$ cat src/rtl/primitive_query_responder.sv
// Responder for primitive range queries: reads [start,end) from a synchronous RAM
// one word per cycle and returns lane groups of UNIT_SIZE with a mask and last flag.
module primitive_query_responder #(
   parameter int unsigned PRIM_WIDTH  = 256,
   parameter int unsigned INDEX_WIDTH = 10,
   parameter int unsigned UNIT_SIZE   = 2
) (
   input  logic                            clk,
   input  logic                            resetn,
   input  logic                            query_valid,
   output logic                            query_ready,
   input  logic [INDEX_WIDTH-1:0]          query_start,
   input  logic [INDEX_WIDTH-1:0]          query_end,
   input  logic                            abort,
   output logic                            mem_rd,
   output logic [INDEX_WIDTH-1:0]          mem_addr,
   input  logic [PRIM_WIDTH-1:0]           mem_data,
   output logic                            out_valid,
   input  logic                            out_ready,
   output logic [UNIT_SIZE*PRIM_WIDTH-1:0] out_prim,
   output logic [UNIT_SIZE-1:0]            out_mask,
   output logic                            out_last
);

   localparam int unsigned CW = $clog2(UNIT_SIZE + 1);
   localparam logic [CW-1:0] LANES = CW'(UNIT_SIZE);

   typedef enum logic [1:0] {S_IDLE, S_READ, S_CAPTURE, S_EMIT} state_t;

   state_t                          state_q, state_d;
   logic [INDEX_WIDTH-1:0]          cur_q, cur_d;
   logic [INDEX_WIDTH-1:0]          end_q, end_d;
   logic [CW-1:0]                   cnt_q, cnt_d;
   logic                            rd_pend_q, rd_pend_d;
   logic [UNIT_SIZE*PRIM_WIDTH-1:0] prim_q, prim_d;
   logic [UNIT_SIZE-1:0]            mask_q, mask_d;
   logic                            last_q, last_d;
   logic                            valid_q, valid_d;

   assign query_ready = (state_q == S_IDLE);
   assign mem_rd      = (state_q == S_READ);
   assign mem_addr    = cur_q;
   assign out_valid   = valid_q;
   assign out_prim    = prim_q;
   assign out_mask    = mask_q;
   assign out_last    = last_q;

   always_comb begin
      state_d   = state_q;
      cur_d     = cur_q;
      end_d     = end_q;
      cnt_d     = cnt_q;
      rd_pend_d = 1'b0;
      prim_d    = prim_q;
      mask_d    = mask_q;
      last_d    = last_q;
      valid_d   = valid_q;

      // cnt_q already counts the read whose data arrives now, so its lane is cnt_q-1
      if (rd_pend_q) begin
         for (int unsigned i = 0; i < UNIT_SIZE; i++) begin
            if (CW'(i) == cnt_q - CW'(1)) begin
               prim_d[i*PRIM_WIDTH +: PRIM_WIDTH] = mem_data;
            end
         end
      end

      case (state_q)
         S_IDLE: begin
            if (query_valid) begin
               cur_d = query_start;
               end_d = query_end;
               cnt_d = '0;
               if (query_start >= query_end) begin
                  state_d = S_EMIT;
                  valid_d = 1'b1;
                  mask_d  = '0;
                  last_d  = 1'b1;
               end else begin
                  state_d = S_READ;
               end
            end
         end
         S_READ: begin
            rd_pend_d = 1'b1;
            cur_d     = cur_q + INDEX_WIDTH'(1);
            cnt_d     = cnt_q + CW'(1);
            if ((cnt_q + CW'(1) == LANES) || (cur_q + INDEX_WIDTH'(1) == end_q)) begin
               state_d = S_CAPTURE;
            end
         end
         S_CAPTURE: begin
            state_d = S_EMIT;
            valid_d = 1'b1;
            last_d  = (cur_q == end_q);
            for (int unsigned i = 0; i < UNIT_SIZE; i++) begin
               mask_d[i] = (CW'(i) < cnt_q);
            end
         end
         S_EMIT: begin
            if (out_ready) begin
               valid_d = 1'b0;
               if (last_q) begin
                  state_d = S_IDLE;
               end else begin
                  cnt_d   = '0;
                  state_d = S_READ;
               end
            end
         end
         default: state_d = S_IDLE;
      endcase

      // Abort discards everything computed above, including any word in flight
      if (abort) begin
         state_d   = S_IDLE;
         cur_d     = cur_q;
         end_d     = end_q;
         cnt_d     = cnt_q;
         rd_pend_d = 1'b0;
         prim_d    = prim_q;
         mask_d    = mask_q;
         last_d    = last_q;
         valid_d   = 1'b0;
      end
   end

   always_ff @(posedge clk or negedge resetn) begin
      if (!resetn) begin
         state_q   <= S_IDLE;
         cur_q     <= '0;
         end_q     <= '0;
         cnt_q     <= '0;
         rd_pend_q <= 1'b0;
         prim_q    <= '0;
         mask_q    <= '0;
         last_q    <= 1'b0;
         valid_q   <= 1'b0;
      end else begin
         state_q   <= state_d;
         cur_q     <= cur_d;
         end_q     <= end_d;
         cnt_q     <= cnt_d;
         rd_pend_q <= rd_pend_d;
         prim_q    <= prim_d;
         mask_q    <= mask_d;
         last_q    <= last_d;
         valid_q   <= valid_d;
      end
   end

endmodule
$ cat config.mk
export PLATFORM = sky130hd
export DESIGN_NAME = primitive_query_responder
export DESIGN_NICKNAME = d
export VERILOG_FILES = /design/src/rtl/primitive_query_responder.sv
export SDC_FILE = /design/constraint.sdc
export NUM_CORES = 1
export LEC_CHECK = 0
export BUFFER_PORTS_ARGS = -buffer_cell sky130_fd_sc_hd__buf_2
export CORE_AREA = 2 2 313 315
export CTS_CLUSTER_SIZE = 40
export DETAILED_ROUTE_END_ITERATION = 8
export DIE_AREA = 0 0 315 317
export SYNTH_ARGS = -nofsm -noshare
export SYNTH_HDL_FRONTEND = slang
export SYNTH_SLANG_ARGS = --single-unit
$ cat constraint.sdc
create_clock -name clk -period 5.9 [get_ports clk]
set_input_delay 0.885 -clock clk [delete_from_list [all_inputs] [get_ports clk]]
set_output_delay 0.885 -clock clk [all_outputs]
set_load 0.01 [all_outputs]
==> results.ini <==
[yosys]
syn-num-nets = 1623
synthFlopType = dfrtp_1
synth-edff-count = 0
async_flop_share = 1.00
ys_warn_count = 0
synth_top_cells_by_area = dfrtp_1, mux2_2, buf_2
yosysMostFrequentCell = dfrtp_1
synth_top_area_cell = dfrtp_1
synth_cell_types = 48
ys_seq_elements = 541
ys_seq_area_frac = 0.646
avgSynthCellArea_sq_um = 15.8
yosysTopAreaCellShare = 0.646
synthTopCellsByCount = dfrtp_1, mux2_2, buf_2
netlist_area_sq_mm = 0.0210
syn_inst = 1323

[drt]
ant_nets = 0
drc = 0
wl_met3_um = 5100
route.met2.wl_um = 30000
wl_met1_um = 23400
dr.pass1.iters = 4
avgRoutedWirePerCell_um = 17.4
routed.top_layer = met5
wl_um = 60400
first_iter_violations = 569
vias = 14100
viasPerCell = 4.06

[clock_tree]
ctsHoldBuffers = 0
clock_path_buffers = 3
insertion_delay_ns = 0.63
cts_made_buffers = 60
clk_pin_slew_ns = 0.06
cts_tree = yes
cts.repair.resized = 0
cts_root_buffer = clkbuf_16
clock_sinks = 541
cts_setup_buffers = 0
ctsHtreeMaxLevel = 2

[cells_and_area]
area_delta_synth_final_pct = 36.3
final_nets = 2445
final_layout_size_suffix_gt1_frac = 0.660

[worst_setup_path]
start_kind = register
crit_fanout = 22
cpMaxStageDelayCell = ha_1
cp-end-kind = output port
crit_type = reg2out
crit_chain = inv_1 > ha_1 > buf_2
required_ns = 5.02
slowest_delay_ns = 0.74
rr_worst_depth = 5
cp.arrival_ns = 2.14

[power_and_ir_drop]
ir_drop_mv = 0.274
total_leakage_power_nw = 15.8
power_density_mw_per_mm2 = 538

[sta]
finalCritPeriodShare = 0.512
tightestPinTransition_ns = 1.02
max_freq_mhz = 331
setup_viol = 0
finalSetupTns_ns = 0
hold_viol = 0
layout_min_cycle_time_ns = 3.02
relSlewSlack = 0.322
rsz0062_at_grt = no
timing.hold.ws_ns = 0.308
fin_skew_ns = 0.0186
slew_viol_final = 0

[placed_design]
port_buffers = 808
globalplace.congestion = 0.790
place_hpwl_um = 44700

[global_routing]
grtUsageTotal = 0.113
antenna_found_initial = 11
grt_pass1_vias = 14526
grt_start_max_net_pins = 131
grt_overflow = 0
grt_pass1_wl_um = 88500

[run]
maxCapViolCount = 0

[floorplan]
rows = 114
io_pins = 809
die-area_sq_mm = 0.0999
core_sq_mm = 0.0963
dieWidth_um = 315
dieHeight_um = 317
initial_core_util = 0.218

[run_status]
run_status = finished clean

[worst_hold_path]
hp-class = in2async

critical path: cells and delay by family (launching register included):
family	cells	cell delay, ns
adders and majority gates	1	0.74
DFF	1	0.39
buffers and inverters	2	0.37
sequential cells by signal, summed over array words and instances, names as in the netlist:
name and count:
mem_addr 10, rd_pend_q 1, out_mask 2, out_prim 512, out_valid 1, state_q 2, out_last 1, end_q 10
cnt_q 2
cells in the final DEF (no fill, tap or decap), drive strengths merged, types with 3 or more instances in the layout:
cell type	netlist	layout
nand2	26	26
bufinv	0	7
o21ai	18	18
xnor2	11	11
nor3	4	4
a31oi	3	3
clkbuf	13	86
ha	19	19
dfrtp	541	541
o22ai	8	8
xor2	5	5
clkinvlp	0	3
mux2	517	517
nand3	10	10
clkinv	0	11
nor2	10	10
nor2b	3	3
a21oi	19	19
inv	19	20
a21o	6	6
diode	0	3
nand4	4	4
nand2b	5	5
buf	53	826
layout make-up:
type	instances	area [sq um]
fillers	9842	67700
flip-flops and latches	541	13500
multi-input cells	697	7050
repair buffers	826	4260
clock buffers	86	1730
well taps	1276	1600
clock inverters	22	319
inverters	19	71.3
diodes	3	7.51
kinds of logic after synthesis:
group,after synthesis,synth area share
AND/OR/NAND/NOR,75,0.0187
multiplexers,519,0.279
buffers and inverters,85,0.0187
adder cells (fa/ha/maj),19,0.0113
flip-flops,541,0.646
AO/OA/AOI/OAI,68,0.0203
XOR/XNOR,16,0.00668
report_power, final:
group	switching [W]	internal, W
Combinational	0.00263	0.00258
Clock	0.00154	0.00233
Sequential	0.000897	0.00539
through the flow:
stage / cells / power (W) / cell area, sq um / utilization / worst slack [ns]
global placement: 3359 / 0.0115 / 26500 / 0.275 / 2.86
finish: 3470 / 0.0154 / 28600 / 0.297 / 2.88
floorplan: 1323 / 0.00900 / 21000 / - / 3.21
global route: 3469 / 0.0163 / 28600 / 0.297 / 2.71
CTS: 3467 / 0.0156 / 28600 / 0.297 / 2.80
detailed placement: 3359 / 0.0116 / 26500 / 0.275 / 2.84
per-layer routing:
metal	up-vias	track usage
li1	6369	-
met1	7049	0.132
met2	562	0.195
met3	118	0.0353
met4	2	0.0431
met5	-	0
worst paths after layout:
kind | from | to | slack (ns)
max | state_q[1] | mem_rd | 2.88
min | resetn | out_prim[199] | 0.31
max reg2reg | cnt_q[0] | out_prim[420] | 3.32
min reg2reg | out_prim[223] | out_prim[223] | 0.50
max in group asynchronous | resetn | out_prim[365] | 4.32
min in group clk | mem_data[151] | out_prim[407] | 0.50
Power figures use the tool's default switching activity.
